### config.mk
export PLATFORM = sky130hd
export DESIGN_NAME = cache_ctrl
export DESIGN_NICKNAME = d
export VERILOG_FILES = /design/src/rtl/cache_ctrl.sv
export SDC_FILE = /design/constraint.sdc
export NUM_CORES = 1
export LEC_CHECK = 0
export ABC_AREA = 1
export CELL_PAD_IN_SITES_DETAIL_PLACEMENT = 2
export CELL_PAD_IN_SITES_GLOBAL_PLACEMENT = 2
export CORE_MARGIN = 5
export CORE_UTILIZATION = 22
export CTS_CLUSTER_DIAMETER = 60
export DETAILED_ROUTE_END_ITERATION = 8
export HOLD_SLACK_MARGIN = 0.05
export PLACE_DENSITY = 0.95
export REMOVE_ABC_BUFFERS = 1
export SLEW_MARGIN = 15
export SYNTH_ARGS = -nofsm -noshare
export SYNTH_HDL_FRONTEND = slang
export SYNTH_SLANG_ARGS = --single-unit
export TNS_END_PERCENT = 10
### constraint.sdc
create_clock -name clk -period 3.25 [get_ports clk]
set_clock_uncertainty 0.05 [all_clocks]
set_input_delay 0.65 -clock clk [delete_from_list [all_inputs] [get_ports clk]]
set_output_delay 0.65 -clock clk [all_outputs]
set_load 0.05 [all_outputs]
### src/rtl/cache_ctrl.sv
// rtl/cache_ctrl.sv - direct-mapped write-through cache controller
// Drives an external tag/data array; read misses refill the whole line from memory.
module cache_ctrl #(
  parameter int DATA_W          = 32,
  parameter int INDEX_W         = 5,
  parameter int TAG_W           = 6,
  parameter int WORDS_PER_BLOCK = 8,
  localparam int OFFSET_W       = $clog2(WORDS_PER_BLOCK),
  localparam int ADDR_W         = TAG_W + INDEX_W + OFFSET_W
) (
  input  logic                clk,
  input  logic                rst,
  input  logic                cpu_req,
  input  logic                cpu_we,
  input  logic [ADDR_W-1:0]   cpu_addr,
  input  logic [DATA_W-1:0]   cpu_wdata,
  output logic [DATA_W-1:0]   cpu_rdata,
  output logic                cpu_ready,
  output logic                mem_req,
  output logic                mem_we,
  output logic [ADDR_W-1:0]   mem_addr,
  output logic [DATA_W-1:0]   mem_wdata,
  input  logic [DATA_W-1:0]   mem_rdata,
  input  logic                mem_ack,
  output logic [INDEX_W-1:0]  index,
  output logic [OFFSET_W-1:0] word_sel,
  output logic                we_data,
  output logic                we_tag,
  output logic [TAG_W-1:0]    tag_in,
  output logic [DATA_W-1:0]   data_in,
  input  logic [TAG_W-1:0]    tag_out,
  input  logic                valid_out,
  input  logic [DATA_W-1:0]   data_out,
  output logic [15:0]         hit_cnt,
  output logic [15:0]         miss_cnt
);
  localparam logic [2:0] IDLE   = 3'd0;
  localparam logic [2:0] LOOKUP = 3'd1;
  localparam logic [2:0] REFILL = 3'd2;
  localparam logic [2:0] WMEM   = 3'd3;
  localparam logic [2:0] DONE   = 3'd4;

  logic [2:0]          state;
  logic [ADDR_W-1:0]   lat_addr;
  logic                lat_we;
  logic [DATA_W-1:0]   lat_wdata;
  logic [OFFSET_W-1:0] cnt;
  logic                refilled;
  logic [TAG_W-1:0]    lat_tag;
  logic [INDEX_W-1:0]  lat_index;
  logic [OFFSET_W-1:0] lat_word;
  logic                hit;
  logic                last_word;

  assign lat_tag   = lat_addr[ADDR_W-1 -: TAG_W];
  assign lat_index = lat_addr[OFFSET_W +: INDEX_W];
  assign lat_word  = lat_addr[OFFSET_W-1:0];
  assign hit       = valid_out && (tag_out == lat_tag);
  assign last_word = (cnt == OFFSET_W'(WORDS_PER_BLOCK - 1));

  // Array and memory strobes are pure decodes of state so a reset drops them at once.
  always_comb begin
    cpu_ready = 1'b0;
    mem_req   = 1'b0;
    mem_we    = 1'b0;
    mem_addr  = '0;
    mem_wdata = '0;
    index     = '0;
    word_sel  = '0;
    we_data   = 1'b0;
    we_tag    = 1'b0;
    tag_in    = '0;
    data_in   = '0;
    case (state)
      LOOKUP: begin
        index    = lat_index;
        word_sel = lat_word;
        data_in  = lat_wdata;
        we_data  = lat_we && hit;
      end
      REFILL: begin
        mem_req  = 1'b1;
        mem_addr = {lat_tag, lat_index, cnt};
        index    = lat_index;
        word_sel = cnt;
        tag_in   = lat_tag;
        data_in  = mem_rdata;
        we_data  = mem_ack;
        we_tag   = mem_ack && last_word;
      end
      WMEM: begin
        mem_req   = 1'b1;
        mem_we    = 1'b1;
        mem_addr  = lat_addr;
        mem_wdata = lat_wdata;
      end
      DONE: cpu_ready = 1'b1;
      default: ;
    endcase
  end

  always_ff @(posedge clk) begin
    if (!rst) begin
      state     <= IDLE;
      lat_addr  <= '0;
      lat_we    <= 1'b0;
      lat_wdata <= '0;
      cnt       <= '0;
      refilled  <= 1'b0;
      cpu_rdata <= '0;
      hit_cnt   <= '0;
      miss_cnt  <= '0;
    end else begin
      case (state)
        IDLE: begin
          if (cpu_req) begin
            lat_addr  <= cpu_addr;
            lat_we    <= cpu_we;
            lat_wdata <= cpu_wdata;
            refilled  <= 1'b0;
            state     <= LOOKUP;
          end
        end
        LOOKUP: begin
          if (lat_we) begin
            if (hit && hit_cnt != 16'hFFFF) hit_cnt <= hit_cnt + 16'd1;
            state <= WMEM;
          end else if (hit) begin
            cpu_rdata <= data_out;
            // The re-lookup that follows a refill was already counted as a miss.
            if (!refilled && hit_cnt != 16'hFFFF) hit_cnt <= hit_cnt + 16'd1;
            state <= DONE;
          end else begin
            if (miss_cnt != 16'hFFFF) miss_cnt <= miss_cnt + 16'd1;
            cnt   <= '0;
            state <= REFILL;
          end
        end
        REFILL: begin
          if (mem_ack) begin
            if (last_word) begin
              refilled <= 1'b1;
              state    <= LOOKUP;
            end else begin
              cnt <= cnt + 1'b1;
            end
          end
        end
        WMEM: if (mem_ack) state <= DONE;
        DONE: state <= IDLE;
        default: state <= IDLE;
      endcase
    end
  end
endmodule

## Word level (Yosys, flattened, before mapping)

Cells that the tools add are included.

| operators by class | value |
|---|---|
| add/sub/neg operators | 3 |
| equality and inequality tests | 16 |
| muxes and demuxes | 31 |
| bitwise logic cells | 2 |
| reductions and logical operators | 20 |

Operator list:

| operator | number |
|---|---|
| 2-to-1 mux 16 bit | 4 |
| one-hot mux 32 bit (2 select lines) | 1 |
| adder 16 x 1 -> 16 bit, second input constant | 2 |
| 2-to-1 mux 32 bit | 1 |
| inequality test 16 bit, second input constant | 2 |
| 2-to-1 mux 3 bit | 10 |
| one-hot mux 14 bit (2 select lines) | 1 |
| AND reduction 4 bit | 4 |
| inequality test 2 bit, second input constant | 7 |
| one-hot mux 3 bit (2 select lines) | 2 |
| one-hot mux 3 bit (4 select lines) | 1 |
| nonzero test 2 bit | 4 |
| 2-to-1 mux 1 bit | 7 |
| == test 3 x 2 -> 1 bit, second input constant | 2 |
| == test 3 bit, second input constant | 2 |
| == test 6 bit | 1 |
| 2-to-1 mux 6 bit | 1 |
| logical AND 1 bit | 5 |
| 2-to-1 mux 5 bit | 1 |
| AND reduction 5 bit | 1 |
| one-hot mux 1 bit (2 select lines) | 2 |
| OR reduction 2 bit | 2 |
| adder 3 x 1 -> 3 bit, second input constant | 1 |
| == test 3 x 1 -> 1 bit, second input constant | 1 |
| other kinds (6) | 7 |

| storage, ports and cells | value |
|---|---|
| flip-flop bits (word level) | 118 |
| bits of input ports | 122 |
| word-level logic and storage cells | 81 |

## Longest topological paths before layout

| depth | value |
|---|---|
| depth after elaboration | 5 |
| depth in mapped cells | 13 |
| gate-level depth less buffers | 13 |

## Least setup slack after synthesis

Ideal clock, no wire load.

| timing path | value |
|---|---|
| path kind | register to output |
| start point | register state[1] |
| end point | output port mem_addr[10] |
| arrival | 2022 ps |
| setup slack | 528 ps |
| stages on the path, launching flop included | 7 |
| buffers on the path | 2 |
| cell sequence | dfxtp_1 -> nand3_1 -> buf_2 -> nand2_1 -> inv_1 -> clkbuf_1 -> nor2_1 |

| between the ends | value |
|---|---|
| word-level cells in the longest chain between the ends | 2 |
| elaborated cells on any way between the ends | 3 |
| those cells by class | eq/ne: 2; mux: 1 |

RTL lines:

| item | RTL line | text |
|---|---|---|
| start: declaration | 43 | `logic [2:0] state;` |
| start signal: assignment | 104 | `state <= IDLE;` |
| start signal: assignment | 121 | `state <= LOOKUP;` |
| start signal: assignment | 127 | `state <= WMEM;` |
| == test 3 x 2 -> 1 bit | 74 | `case (state)` |
| one-hot mux 14 bit (2 select lines) (*) | 74 |  |
| end: declaration | 21 | `output logic [ADDR_W-1:0] mem_addr,` |

Every way passes the cells marked *; elsewhere a longest branch is shown, timed or not.

## Final worst setup path

| timing path | value |
|---|---|
| start point | register state[0] |
| end point | output port tag_in[0] |

| between the ends | value |
|---|---|
| word-level cells in the longest chain between the ends | 2 |

RTL lines:

| item | RTL line | text |
|---|---|---|
| == test 3 x 2 -> 1 bit | 74 |  |
| 2-to-1 mux 6 bit | 74 |  |
| end: declaration | 29 | `output logic [TAG_W-1:0] tag_in,` |

Every way passes these cells.

==> run summary <==
prevailing post-synth register cell - dfxtp_1
minimum clock period - 2.98 ns
HPWL after DPL - 20400 um
Async S/R FF share, synth - 0%
synth warn - 0
H-tree levels - 4
Yosys top cell area share - 40.9%
vias in the first global route - 7556
total number of vias - 6793
# IOs - 283
Setup Crit Path Kind - flop to output port
via/cell ratio - 4.63
post-synthesis cell area - 5770 um^2
most frequent CP cell - nor2_1
Final nets - 1246
hold_ws - 0.396 ns
worst hold path type - flop to flop
Highest Signal Layer - met4
Tot Pwr - 5.17 mW
CTS buffer count - 17
Max-cap violations - 0
Synth area leader - dfxtp_1
drt total wl - 26300 um
worst slack, placed - 0.377 ns
Slew headroom - 43.3%
Critical Path RT - 2.55 ns
Placeable Area - 26000 um^2
postcts setup bufs - 0
part of the cycle the worst path needs - 91.6%
most common cell after layout, fill and taps aside - clkdlybuf4s50_1
Netlist cell types - 33
sequential area share after synthesis - 40.9%
die area - 29600 um^2
Pleak - 3.63 nW
cells after synthesis - 855
layout cells sized above 1 - 14.2%
CP endpoint kind - output port
synthesis-stage register bit count - 118
post-route ant nets - 0
wl on met1 - 10100 um
CTS Sinks - 118
Post-synth EDFFs - 0
clock tree buffer depth - 2
endpoints failing hold - 0
Worst-Skew Late Latency - 0.41 ns
CTS Root Cell - clkbuf_16
gr ovfl total - 0
Worst setup SP type - flop
CP cell instances - nor2_1 -> nand2_2 -> nor2_1 -> clkdlybuf4s50_1
Die X - 172 um
end-of-flow core utilization - 36.9%
clock-pin slew on the worst setup and hold paths - 0.06 ns
Synth area leaders - dfxtp_1 (41%), a21oi_1 (9.3%), o21ai_0 (8.7%), nand2_1 (8.5%), inv_1 (7.8%)
metal3 WL - 1810 um
Max Clk Rate - 336 MHz
status - complete, no violations
worst vdd ir - 0.000246 V
die height - 172 um
initial antenna violation count - 0
largest net degree at the start of global routing - 78
crit-path max FO - 17
Cell Rows - 59
GRT Util Overall - 17.5%
CTS tree - built
commonest cells after routing, fill and taps aside - clkdlybuf4s50_1 (191), nand2_1 (130), inv_1 (120)
max incr delay on CP - 0.85 ns
DR WL met2 - 13800 um
Finish-stage setup viols - 0
Slowest cell on crit path - clkdlybuf4s50_1
WL/cell - 17.9 um
Least-Margin Pin Slew - 0.850 ns
PortBufs - 282
Critical Path AT - 2.28 ns
RSZ-0062 raised after global routing - no
Starting Density - 22.2%
Final Max Tran Viols - 0
Area growth syn-to-layout - 66.0%
Final Worst Setup Slack - 0.272 ns
# DRC - 0
RD Place Congestion - 0.819
Syn Area/Cell - 6.75 um^2
Power Density - 539 nW/um^2
post-CTS sizing - 0
Starting DRT DRC Count - 196
TritonRoute pass-1 iters - 4
first-pass GRT wire length - 41200 um
sum of negative setup slack - 0 ns
ant diodes - 0
Hold Buf Count CTS - 0
==> registers in the layout, indices dropped and copies added, names as in the netlist <==
signal and flops:
state 3, lat_wdata 32, refilled 1, lat_addr 14
cnt 3, lat_we 1, hit_cnt 16, cpu_rdata 32
miss_cnt 16
==> metal layers <==
| metal | GRT usage (%) | vias to the layer above |
|---|---|---|
| met5 | 0 | - |
| met4 | 4.68 | 0 |
| met3 | 5.81 | 33 |
| met2 | 32.5 | 200 |
| met1 | 19.0 | 3284 |
| li1 | - | 3276 |
==> worst max-delay path, delay by kind of cell, from the launching register on <==
kind / cells / cell delay, ns
buffers and inverters: 1 / 0.85
AND/OR/NAND/NOR: 3 / 0.65
flip-flops: 1 / 0.36
==> layout make-up <==
| class | instances | area (um^2) |
|---|---|---|
| Clock buffer | 17 | 425 |
| Clock inverter | 15 | 130 |
| Fill cell | 3015 | 16400 |
| Inverter | 132 | 498 |
| Multi-Input combinational cell | 559 | 2700 |
| Sequential cell | 118 | 2360 |
| Tap cell | 335 | 419 |
| Timing Repair Buffer | 292 | 3040 |
==> cell families after synthesis <==
| logic type | after synthesis | share of synthesized area, % |
|---|---|---|
| and+or+nand+nor | 297 | 22.0 |
| AOI/OAI and AO/OA | 243 | 21.5 |
| buffers and inverters | 178 | 12.4 |
| DFF | 118 | 40.9 |
| xor gates and xnor gates | 15 | 2.28 |
| adders and majority gates | 4 | 0.867 |
==> path summary, 6_finish.rpt <==
kind / startpoint / endpoint / slack [ns] / cells past startpoint
max reg2reg: state[2]$_SDFFE_PN0P_ / hit_cnt[3]$_SDFFE_PN0P_ / 0.93 / 8
min reg2reg: cpu_rdata[31]$_SDFFE_PN0P_ / cpu_rdata[31]$_SDFFE_PN0P_ / 0.40 / 2
max: state[0]$_SDFFE_PN0P_ / tag_in[0] / 0.27 / 4
min: cpu_rdata[31]$_SDFFE_PN0P_ / cpu_rdata[31]$_SDFFE_PN0P_ / 0.40 / 2
==> cell usage after synthesis, types with 2 or more instances <==
library cell and number:
buf_4 6, nand4_1 16, buf_1 5, ha_1 4, dfxtp_1 118, xnor2_1 7, nor2_4 2, nand3b_1 2
nand3_2 2, o21ai_1 24, nor2_1 98, xor2_1 8, clkbuf_1 23, inv_2 11, o21ai_0 100, nor3_1 7
nand2_1 130, buf_2 10, nand2_2 3, nor2_2 5, nand3_1 30, o22ai_1 7, inv_1 120, a21oi_1 107
buf_6 2
==> per-stage QoR <==
stage	cells	area (um^2)
floorplan	809	5550
global placement	1436	9020
detailed placement	1436	9020
CTS	1468	9580
global route	1468	9580
finish	1468	9580
==> power by group <==
part	internal, mW	switching, mW	leakage, nW
clock network	1.01	0.801	0.264
registers	1.57	0.0615	0.962
logic	0.585	1.14	2.40
total	3.16	2.00	3.63
Note: power is estimated with default switching activity, not from simulation.
==> edit (same flow settings) <==
Change the parameter `WORDS_PER_BLOCK` from 8 to 32.
--- a/src/rtl/cache_ctrl.sv
+++ b/src/rtl/cache_ctrl.sv
@@ -4,7 +4,7 @@
   parameter int DATA_W          = 32,
   parameter int INDEX_W         = 5,
   parameter int TAG_W           = 6,
-  parameter int WORDS_PER_BLOCK = 8,
+  parameter int WORDS_PER_BLOCK = 32,
   localparam int OFFSET_W       = $clog2(WORDS_PER_BLOCK),
   localparam int ADDR_W         = TAG_W + INDEX_W + OFFSET_W
 ) (
Ports: changed (resized cpu_addr, mem_addr and word_sel); port bits go from 283 to 289. No check against the original RTL was run, so the function may have changed too.
==> edit against the unedited design <==
  * Synthesized area up 6.0%
  * Wire length up 7.6%
  * Critical path depth up 1
  * Highest routed layer unchanged
  * Sequential cell count up 4
  * Power up 7.4%
  * Design area up 7.5%
  * Synthesized cell count up 5.0%
  * Worst setup slack worse by 0.12 ns
  * Largest cell class unchanged
==> edit: results <==
group,metric,value,unit
place,dpl-instance-area,0.009707,sq mm
drt,drcViolationCount,0,
synthesis,synth_top_cell_by_area,"dfxtp_1",
place,gp_congestion,0.7840,
timing,worst_pin_slew,0.5628,ns
min_path,hp-class,"register to register",
grt,grt_max_degree,66,
grt,grt_pass1_vias,7985,
final_layout,fill_cells,3144,
final_layout,drive_gt1_share,12.76,%
place,dp_cells,1529,
power_and_ir_drop,vdd_drop_max,0.2655,mV
grt,grt_pass1_wl,44370,um
synthesis,yosysWarnings,0,
drt,routedWlPerCell,18.11,um
clock_tree,insertion_delay,0.41,ns
clock_tree,cts_resized,0,
synthesis,syn_inst,898,
critical_path,crit_fanout,33,
clock_tree,clkTransAtPathRegs,0.06,ns
clock_tree,cts_buffers,17,
place,portBuffers,288,
synthesis,synth_cell_types,37,
outcome,status,"finished, final reports clean",
grt,grtUsageTotal,17.94,%
power_and_ir_drop,leakage,3.821,nW
critical_path,cp.arrival,2.39,ns
place,hpwl,22390,um
synthesis,synth_seq_area_share,39.93,%
synthesis,synth_common_cells,"nand2_1 (137), inv_1 (128), dfxtp_1 (122), o21ai_0 (104), nor2_1 (103)",
drt,via_count,7042,
final_layout,final_cells,1561,
drt,drt_iter0_drc,219,
clock_tree,cts_setup_buffers,0,
final_layout,num-nets-final,1298,
synthesis,ys_top_cells_by_area,"dfxtp_1 (40%), o21ai_0 (8.5%), nand2_1 (8.4%)",
final_layout,top_regs,"cpu_rdata (32), lat_wdata (32)",
edit: cell count changes in the layout (fill, tap and decap cells not counted), sizes merged, moves of 2 or more:
cell / unedited run / this run
clkinv: 2 / 4
dfxtp: 118 / 122
nand2: 134 / 144
nand4: 16 / 18
clkinvlp: 4 / 1
o21ai: 124 / 126
buf: 101 / 77
clkdlybuf4s50: 191 / 224
inv: 141 / 149
nor2: 105 / 113
o22ai: 7 / 11
edit: where the power goes:
part	internal (mW)	leakage, nW	switching [mW]
clock network	1.11	0.289	0.824
registers	1.63	0.995	0.0639
logic	0.707	2.54	1.22
total	3.44	3.82	2.10
edit: path summary, 6_finish.rpt:
| kind | from | to | slack (ns) | cells past startpoint |
|---|---|---|---|---|
| hold reg to reg | cpu_rdata[19]$_SDFFE_PN0P_ | cpu_rdata[19]$_SDFFE_PN0P_ | 0.40 | 2 |
| hold / removal | cpu_rdata[19]$_SDFFE_PN0P_ | cpu_rdata[19]$_SDFFE_PN0P_ | 0.40 | 2 |
| setup reg to reg | state[2]$_SDFFE_PN0P_ | hit_cnt[7]$_SDFFE_PN0P_ | 1.06 | 9 |
| setup / recovery | state[2]$_SDFFE_PN0P_ | mem_wdata[12] | 0.16 | 5 |
edit: cells by family after synthesis:
logic type / count (synthesis) / share of synthesized area, %
adders and majority gates: 4 / 0.8182
and+or+nand+nor: 318 / 22.62
xor gates and xnor gates: 15 / 2.148
buffers and inverters: 189 / 12.85
AOI/OAI and AO/OA: 250 / 21.64
DFF: 122 / 39.93
edit: metal layers:
metal  wire [um]  up-vias  global-route usage (%)
li1            -     3426                       -
met1       11340     3436                   20.22
met2       15060      165                   33.66
met3        1561       15                   5.148
met4         304        0                   3.546
met5           0        -                       0
edit: final cells by class:
type / count / area, sq um / area share, %
tap: 378 / 473.0 / 4.594
clock buffer: 18 / 439.2 / 4.265
inverter: 141 / 529.3 / 5.140
clock inverter: 14 / 150.1 / 1.458
multi-input combinational: 587 / 2894 / 28.11
timing repair buffer: 301 / 3368 / 32.71
sequential: 122 / 2442 / 23.72
edit: worst max-delay path, stage by stage (launching register included):
cell and delay, ns:
dfxtp_1 0.31, inv_1 0.18, nand3_2 0.26, buf_12 0.26
nor2_1 0.13, clkdlybuf4s50_1 0.83
edit: per-stage QoR:
| step | worst slack, ns | hold WS (ns) |
|---|---|---|
| detailed placement | 0.4819 | 0.3906 |
| finish | 0.1555 | 0.3960 |
| global route | 0.002500 | 0.4200 |
| floorplan | -0.2507 | 0.3943 |
| CTS | 0.09888 | 0.4011 |
| global placement | 0.5312 | 0.3790 |
